[config.mk]
export PLATFORM = sky130hd
export DESIGN_NAME = shreg_ctrl_flat
export DESIGN_NICKNAME = d
export VERILOG_FILES = /design/src/rtl/shreg_ctrl_pkg.sv /design/src/rtl/shreg_ctrl_if.sv /design/src/rtl/shreg_ctrl_tick_gen.sv /design/src/rtl/shreg_ctrl.sv /design/src/flat_wrapper.sv
export SDC_FILE = /design/constraint.sdc
export NUM_CORES = 1
export LEC_CHECK = 0
export BUFFER_PORTS_ARGS = -buffer_cell sky130_fd_sc_hd__buf_4
export CORE_UTILIZATION = 50
export CTS_CLUSTER_DIAMETER = 40
export DETAILED_ROUTE_END_ITERATION = 10
export PLACE_DENSITY = 0.78
export SLEW_MARGIN = 20
export SYNTH_ARGS = -nofsm -noshare
export SYNTH_HDL_FRONTEND = slang
export SYNTH_HIERARCHICAL = 1
export SYNTH_SLANG_ARGS = --single-unit
[constraint.sdc]
create_clock -name clk -period 3.15 [get_ports clk]
set_input_delay 0.63 -clock clk [delete_from_list [all_inputs] [get_ports clk]]
set_output_delay 0.63 -clock clk [all_outputs]
set_load 0.005 [all_outputs]
[src/rtl/shreg_ctrl_pkg.sv]
// Shared definitions for the display shift-register sequencer:
// FSM state encoding and requester indices.
package shreg_ctrl_pkg;

    typedef enum logic [1:0] {
        ST_IDLE  = 2'd0,
        ST_LOAD  = 2'd1,
        ST_SHIFT = 2'd2,
        ST_DONE  = 2'd3
    } state_t;

    localparam logic REQ0 = 1'b0;
    localparam logic REQ1 = 1'b1;

endpackage

[src/rtl/shreg_ctrl_if.sv]
// Request bundle for the two requesters feeding shreg_ctrl.
// The requesters drive through master; the sequencer grants through slave.
interface shreg_req_if #(
    parameter int WIDTH = 16,
    parameter int LEN_W = 5
);
    logic [1:0]       i_req_valid;
    logic [1:0]       o_req_ready;
    logic [WIDTH-1:0] i_req_data0;
    logic [WIDTH-1:0] i_req_data1;
    logic [LEN_W-1:0] i_req_len0;
    logic [LEN_W-1:0] i_req_len1;

    modport master (
        output i_req_valid, i_req_data0, i_req_data1, i_req_len0, i_req_len1,
        input  o_req_ready
    );

    modport slave (
        input  i_req_valid, i_req_data0, i_req_data1, i_req_len0, i_req_len1,
        output o_req_ready
    );
endinterface

[src/rtl/shreg_ctrl_tick_gen.sv]
// Programmable terminal-count divider: counts 0..DIV-1 while enabled and
// pulses tick on the terminal count; synchronous clear has priority over enable.
module tick_gen #(
    parameter int DIV = 4
) (
    input  logic clk,
    input  logic rst,
    input  logic clr,
    input  logic en,
    output logic tick
);
    localparam int            CW   = (DIV > 1) ? $clog2(DIV) : 1;
    localparam logic [CW-1:0] TERM = CW'(DIV - 1);

    logic [CW-1:0] cnt_q;

    assign tick = en && (cnt_q == TERM);

    // NOTE: sequential state uses non-blocking assignments so every flop
    // samples pre-edge values regardless of process evaluation order.
    always_ff @(posedge clk or posedge rst) begin
        if (rst) begin
            cnt_q <= '0;
        end else if (clr) begin
            cnt_q <= '0;
        end else if (en) begin
            cnt_q <= tick ? '0 : cnt_q + 1'b1;
        end
    end
endmodule

[src/rtl/shreg_ctrl.sv]
// Round-robin arbiter and load/shift sequencer for the display shift register:
// one parallel load, then N shift pulses spaced TICK_DIV cycles, then done.
module shreg_ctrl
    import shreg_ctrl_pkg::*;
#(
    parameter int WIDTH    = 16,
    parameter int TICK_DIV = 25_000_000,
    parameter int LEN_W    = 5
) (
    input  logic             clk,
    input  logic             rst,
    shreg_req_if.slave       req,
    input  logic             i_fill_bit,
    input  logic             i_abort,
    output logic [WIDTH-1:0] o_wr_data,
    output logic             o_wr_data_en,
    output logic             o_shift_en,
    output logic             o_wr_bit,
    output logic             o_busy,
    output logic             o_done,
    output logic             o_aborted,
    output logic             o_owner
);
    localparam logic [LEN_W-1:0] WIDTH_LEN = LEN_W'(WIDTH);
    localparam logic [LEN_W-1:0] LEN_ONE   = LEN_W'(1);

    state_t           state_q, next_state;
    logic [WIDTH-1:0] data_q, wr_hold_q;
    logic [LEN_W-1:0] len_q;
    logic             owner_q, rr_ptr_q, aborted_q;

    logic [1:0]       grant;
    logic             accept, grant_idx, tick;
    logic [WIDTH-1:0] sel_data;
    logic [LEN_W-1:0] sel_len, clamped_len;

    // Arbiter: only idle accepts; on contention the pointer picks the winner.
    // NOTE: every signal assigned in always_comb gets a default first so no
    // path leaves it unassigned and no latch is inferred.
    always_comb begin
        grant = 2'b00;
        if (state_q == ST_IDLE) begin
            if (&req.i_req_valid)
                grant = (rr_ptr_q == REQ1) ? 2'b10 : 2'b01;
            else
                grant = req.i_req_valid;
        end
    end

    assign req.o_req_ready = grant;
    assign accept          = |grant;
    assign grant_idx       = grant[1] ? REQ1 : REQ0;
    assign sel_data        = (grant_idx == REQ1) ? req.i_req_data1 : req.i_req_data0;
    assign sel_len         = (grant_idx == REQ1) ? req.i_req_len1 : req.i_req_len0;
    assign clamped_len     = (sel_len > WIDTH_LEN) ? WIDTH_LEN : sel_len;

    tick_gen #(.DIV(TICK_DIV)) u_tick_gen (
        .clk  (clk),
        .rst  (rst),
        .clr  (state_q == ST_LOAD),
        .en   (state_q == ST_SHIFT),
        .tick (tick)
    );

    always_ff @(posedge clk or posedge rst) begin
        if (rst) state_q <= ST_IDLE;
        else     state_q <= next_state;
    end

    always_comb begin
        next_state = state_q;
        unique case (state_q)
            ST_IDLE:  if (accept) next_state = ST_LOAD;
            ST_LOAD:  next_state = (i_abort || len_q == '0) ? ST_DONE : ST_SHIFT;
            ST_SHIFT: if (i_abort || (tick && len_q == LEN_ONE)) next_state = ST_DONE;
            ST_DONE:  next_state = ST_IDLE;
            default:  next_state = ST_IDLE;
        endcase
    end

    // NOTE: the word/length holding registers are reset too, because the
    // outputs they feed (o_wr_data, o_owner) must read 0 straight out of reset.
    always_ff @(posedge clk or posedge rst) begin
        if (rst) begin
            data_q    <= '0;
            wr_hold_q <= '0;
            len_q     <= '0;
            owner_q   <= REQ0;
            rr_ptr_q  <= REQ0;
            aborted_q <= 1'b0;
        end else begin
            if (accept) begin
                data_q    <= sel_data;
                len_q     <= clamped_len;
                owner_q   <= grant_idx;
                aborted_q <= 1'b0;
            end
            if (state_q == ST_LOAD)
                wr_hold_q <= data_q;
            if (state_q == ST_SHIFT && tick)
                len_q <= len_q - 1'b1;
            if ((state_q == ST_LOAD || state_q == ST_SHIFT) && i_abort)
                aborted_q <= 1'b1;
            if (state_q == ST_DONE)
                rr_ptr_q <= ~owner_q;
        end
    end

    // Strobes decode from the state register, so an asynchronous reset
    // drops them immediately.
    always_comb begin
        o_wr_data_en = (state_q == ST_LOAD);
        o_wr_data    = (state_q == ST_LOAD) ? data_q : wr_hold_q;
        o_shift_en   = (state_q == ST_SHIFT) && tick;
        o_wr_bit     = (state_q == ST_SHIFT) && tick && i_fill_bit;
        o_busy       = (state_q == ST_LOAD) || (state_q == ST_SHIFT);
        o_done       = (state_q == ST_DONE);
        o_aborted    = (state_q == ST_DONE) && aborted_q;
    end

    assign o_owner = owner_q;
endmodule
[src/flat_wrapper.sv]
// flat-port wrapper written by rule: the top's interface ports become plain ports
module shreg_ctrl_flat import shreg_ctrl_pkg::*;
#(
    parameter int WIDTH    = 16,
    parameter int TICK_DIV = 25_000_000,
    parameter int LEN_W    = 5
)
  (clk, rst, i_fill_bit, i_abort, o_wr_data, o_wr_data_en, o_shift_en, o_wr_bit, o_busy, o_done, o_aborted, o_owner, req_i_req_valid, req_i_req_data0, req_i_req_data1, req_i_req_len0, req_i_req_len1, req_o_req_ready);
  shreg_req_if #(.WIDTH(WIDTH), .LEN_W(LEN_W)) req_i ();
  input  logic clk;
  input  logic rst;
  input  logic i_fill_bit;
  input  logic i_abort;
  output logic [WIDTH-1:0] o_wr_data;
  output logic o_wr_data_en;
  output logic o_shift_en;
  output logic o_wr_bit;
  output logic o_busy;
  output logic o_done;
  output logic o_aborted;
  output logic o_owner;
  input wire logic [$bits(req_i.i_req_valid)-1:0] req_i_req_valid;
  input wire logic [$bits(req_i.i_req_data0)-1:0] req_i_req_data0;
  input wire logic [$bits(req_i.i_req_data1)-1:0] req_i_req_data1;
  input wire logic [$bits(req_i.i_req_len0)-1:0] req_i_req_len0;
  input wire logic [$bits(req_i.i_req_len1)-1:0] req_i_req_len1;
  output wire logic [$bits(req_i.o_req_ready)-1:0] req_o_req_ready;
  assign req_i.i_req_valid = req_i_req_valid;
  assign req_i.i_req_data0 = req_i_req_data0;
  assign req_i.i_req_data1 = req_i_req_data1;
  assign req_i.i_req_len0 = req_i_req_len0;
  assign req_i.i_req_len1 = req_i_req_len1;
  assign req_o_req_ready = req_i.o_req_ready;
  shreg_ctrl #(.WIDTH(WIDTH), .TICK_DIV(TICK_DIV), .LEN_W(LEN_W)) u_core (.clk(clk), .rst(rst), .req(req_i), .i_fill_bit(i_fill_bit), .i_abort(i_abort), .o_wr_data(o_wr_data), .o_wr_data_en(o_wr_data_en), .o_shift_en(o_shift_en), .o_wr_bit(o_wr_bit), .o_busy(o_busy), .o_done(o_done), .o_aborted(o_aborted), .o_owner(o_owner));
endmodule
==> Implementation_results.wiki <==
{| class="wikitable"
! Metric !! Value
|-
| Measured slew at the worst slew-check pin || ~860 ps
|-
| Setup skew after layout || just over 7 ps
|-
| Cell count after synthesis || 330
|-
| Data arrival time of the critical path || 2350 ps
|-
| Switching pwr || approximately 1.2 mW
|-
| Iteration-0 DRC Markers || about 140
|-
| First-pass GRT wire length || about 13,000 um
|-
| Antenna violations before repair || 0
|-
| Critical path type || flop to output pin
|-
| Core Footprint || ~6500 sq um
|-
| Area after DPL || between 4000 and 5000 sq um
|-
| Core Rows || 29
|-
| Horizontal extent of the die || 85.2 um
|-
| Number of levels the H-tree was split into || 3
|-
| Number of CTS-inserted buffers || 9
|-
| Final-report hold violation count || 0
|-
| Remaining max-slew budget at the tightest pin || between 40% and 50%
|-
| Path class of the lowest-slack min-delay path || input pin to async pin
|-
| Proportion of power drawn by flip-flops and latches || a little under two fifths
|-
| Layout net count || ~460
|-
| Count of clock tree sinks || 67
|-
| Largest vdd supply drop || roughly 0.56 mV
|-
| Number of optimization iterations in the first detailed-route pass || 4
|-
| # setup viols final || 0
|-
| Total GRT Usage || a little under a quarter
|-
| Syn_nets || just under 400
|-
| Summed negative setup slack over all endpoints || 0 ps
|-
| Post-cts hold buffer count || 0
|-
| Count of unique library cells instantiated by Yosys || a little over 50
|-
| Register area share after synthesis || a little under 50%
|-
| Slew Viols, Final || 0
|-
| Crit path capture type || output pin
|-
| Required time at the endpoint of the critical path || approximately 2500 ps
|-
| Unrepaired setup endpoints after global routing || false
|-
| Post-route clock period utilization || 94.4%
|-
| Via/cell ratio || around 5.6
|-
| Pwr Total || about 3.4 mW
|-
| Multi-input combinational cell area || 1670 sq um
|-
| Setup Fix Bufs, Post-CTS || 0
|-
| Resized cells post-CTS || 2
|-
| Final worst path period need || 2980 ps
|-
| Area occupied by registers || between 1500 and 2000 sq um
|-
| Internal || around 2.2 mW
|-
| CTS root buffer || sky130_fd_sc_hd__clkbuf_8
|-
| Average wire per cell in the routed design || 15.3 um
|-
| Initial Utilization || 53.2%
|-
| Ys async rst share || 100%
|-
| Switching power as a share of total power || a little over a third
|-
| Quantity of I/O buffers inserted on ports || 72
|-
| Post-synthesis instance area || roughly 3500 sq um
|-
| Kind of launch point of the worst setup path || flop
|-
| Maximum achievable frequency || approximately 340 MHz
|-
| Post-route worst hold slack || ~370 ps
|-
| EDFF count, synth || 0
|-
| Routed wire length || 7510 um
|-
| Largest net degree at the start of global routing || 43
|-
| Number of cell instances on the worst register-to-register path || 9
|-
| Clock slew at the register clock pins of the worst setup and hold paths || around 70 ps
|-
| Vias in the first global route || around 2,700
|-
| Total of warnings raised by yosys || 6
|-
| Area added between synthesis and finish || 24.0%
|-
| Die span in y || ~85 um
|-
| CTS Buffer Depth || 2
|-
| Portion of total power attributed to combinational logic || just over 40%
|-
| Post-Syn Area per Cell || between 10 and 15 sq um
|-
| Fill cell instance count of the final layout || about 540
|-
| Max-capacitance violation count || 0
|-
| Leakage power of the design || roughly 2.1 nW
|-
| HPWL reported at the end of detailed placement || 5500 um
|-
| Predominant post-synthesis flop cell || sky130_fd_sc_hd__dfrtp_1
|-
| Clk_lat worst skew || 350 ps
|-
| I/O pin count || between 70 and 80
|-
| Placer congestion estimate || ~0.86
|-
| Final design instance area without fill || roughly 4300 sq um
|-
| ANT nets after route || 0
|-
| Antenna diode count || 0
|-
| Number of synthesized register bits || 67
|-
| Fraction of final layout cells sized beyond drive strength 1 || between 30% and 40%
|-
| Vias post-DR || 2,753
|-
| Clock tree from TritonCTS || yes
|-
| Grt total ovfl || 0
|-
| Outcome || completed
|-
| Pwr per Cell Area || 794 nW/um^2
|-
| DRC violation count after routing || 0
|-
| Area of the die || between 7000 and 8000 sq um
|-
| Crit Path Max Fanout || 11
|-
| Clock group share of total power || between 20% and 30%
|}
worst max-delay path, stage by stage (launching register included):
cell and delay, ps:
sky130_fd_sc_hd__dfrtp_1 430, sky130_fd_sc_hd__inv_1 130, sky130_fd_sc_hd__ha_1 180, sky130_fd_sc_hd__and4_4 250, sky130_fd_sc_hd__nand3_2 140, sky130_fd_sc_hd__nor4_4 410
sky130_fd_sc_hd__nand2_2 200, sky130_fd_sc_hd__inv_1 150, sky130_fd_sc_hd__buf_4 130
placed cells by master (no fill, tap or decap), drive strengths merged, types with 2 or more instances in the layout:
cell type  netlist  routed
nor2b           11      11
nand3           15      15
and3             3       3
ha               8       8
nor3             6       6
buf             10      79
xnor2            6       6
and2             2       2
nand3b           2       2
a31oi            2       2
clkinv           0       3
mux2i           22      22
and4             3       3
nand2b           2       2
or4              2       2
inv             14      15
nand2           34      34
o21ai           21      21
xor2            13      13
clkbuf           2       9
clkinvlp         0       2
mux2            17      17
or3              2       2
dfrtp           67      67
nor4b            2       2
a21oi           11      11
nand4            7       7
nor4             4       4
o221ai           3       3
nor2            27      27
final timing paths:
check | start | slack (ps) | endpoint
min | rst | 370 | u_core/u_tick_gen/cnt_q[7]$_DFFE_PP0P_
max in group asynchronous | rst | 2360 | u_core/len_q[4]$_DFFE_PP0P_
max reg2reg | u_core/state_q[0]$_DFFE_PP0P_ | 580 | u_core/state_q[1]$_DFFE_PP0P_
max | u_core/state_q[0]$_DFFE_PP0P_ | 170 | o_shift_en
min reg2reg | u_core/data_q[8]$_DFFE_PP0P_ | 480 | u_core/data_q[8]$_DFFE_PP0P_
min in group clk | u_core/data_q[8]$_DFFE_PP0P_ | 480 | u_core/data_q[8]$_DFFE_PP0P_
stage by stage:
step | std cells | setup WS [ps] | utilization (%)
after global placement | 474 | 235 | 62.6
final | 490 | 175 | 66.0
after detailed placement | 474 | 169 | 62.6
after floorplan | 330 | 618 | -
after global routing | 490 | 1.44 | 66.0
after CTS | 490 | 55.5 | 65.8
synth_stat cells, types with 2 or more instances:
master	n	area, sq um
sky130_fd_sc_hd__and2_1	2	12.5
sky130_fd_sc_hd__o21ai_1	19	95.1
sky130_fd_sc_hd__nor4b_1	2	17.5
sky130_fd_sc_hd__nand3b_1	2	15.0
sky130_fd_sc_hd__ha_1	8	100
sky130_fd_sc_hd__a31oi_1	2	12.5
sky130_fd_sc_hd__o221ai_1	3	26.3
sky130_fd_sc_hd__dfrtp_1	67	1680
sky130_fd_sc_hd__nor3_1	6	30.0
sky130_fd_sc_hd__or3_1	2	12.5
sky130_fd_sc_hd__o21ai_0	2	10.0
sky130_fd_sc_hd__nand2_1	33	124
sky130_fd_sc_hd__mux2i_1	22	220
sky130_fd_sc_hd__xor2_1	13	114
sky130_fd_sc_hd__clkbuf_1	2	7.51
sky130_fd_sc_hd__nand2b_1	2	12.5
sky130_fd_sc_hd__nand3_1	14	70.1
sky130_fd_sc_hd__mux2_2	16	180
sky130_fd_sc_hd__and3_1	3	18.8
sky130_fd_sc_hd__xnor2_1	6	52.6
sky130_fd_sc_hd__a21oi_1	11	55.1
sky130_fd_sc_hd__buf_8	2	30.0
sky130_fd_sc_hd__buf_2	6	30.0
sky130_fd_sc_hd__and4_1	2	17.5
sky130_fd_sc_hd__nor2_1	27	101
sky130_fd_sc_hd__nand4_1	7	43.8
sky130_fd_sc_hd__nor4_1	3	18.8
sky130_fd_sc_hd__nor2b_1	10	62.6
sky130_fd_sc_hd__inv_1	13	48.8
sky130_fd_sc_hd__buf_4	2	15.0
layout make-up:
class | instances | area share [%]
sequential | 67 | 39.1
multi-input combinational | 237 | 38.9
timing repair buffer | 79 | 13.8
clock buffer | 9 | 2.89
tap | 77 | 2.25
clock inverter | 7 | 1.78
inverter | 14 | 1.23
power by group through the flow:
stage                     logic [mW]  clock network [mW]  registers, mW
after floorplan                0.887                   0           1.26
after global placement          1.36                   0           1.29
after detailed placement        1.40                   0           1.31
after CTS                       1.41               0.734           1.29
after global routing            1.56               0.765           1.33
final                           1.39               0.719           1.29
registers in the layout (all words and copies together) (netlist names):
register,flops
u_core/rr_ptr_q,1
u_core/len_q,5
u_core/u_tick_gen/cnt_q,25
u_core/data_q,16
u_core/o_owner,1
u_core/aborted_q,1
u_core/wr_hold_q,16
u_core/state_q,2
layer usage:
| metal | part of all wire (%) | wire length (um) | vias to the layer above | global-route usage [%] |
|---|---|---|---|---|
| met5 | 0 | 0 | - | 0 |
| met4 | 1.7 | 131 | 0 | 11.2 |
| met3 | 5.3 | 396 | 15 | 3.60 |
| met2 | 49 | 3670 | 73 | 36.1 |
| met1 | 44 | 3310 | 1346 | 30.0 |
| li1 | - | - | 1319 | - |
kinds of logic after synthesis:
logic type	Yosys count	synth area share [%]
multiplexers	39	11.9
XOR/XNOR	19	4.81
AO/OA/AOI/OAI	48	9.70
buffers and inverters	26	3.91
flip-flops	67	48.5
AND/OR/NAND/NOR	123	18.3
adder cells (fa/ha/maj)	8	2.90
Note: power is estimated with default switching activity, not from simulation.
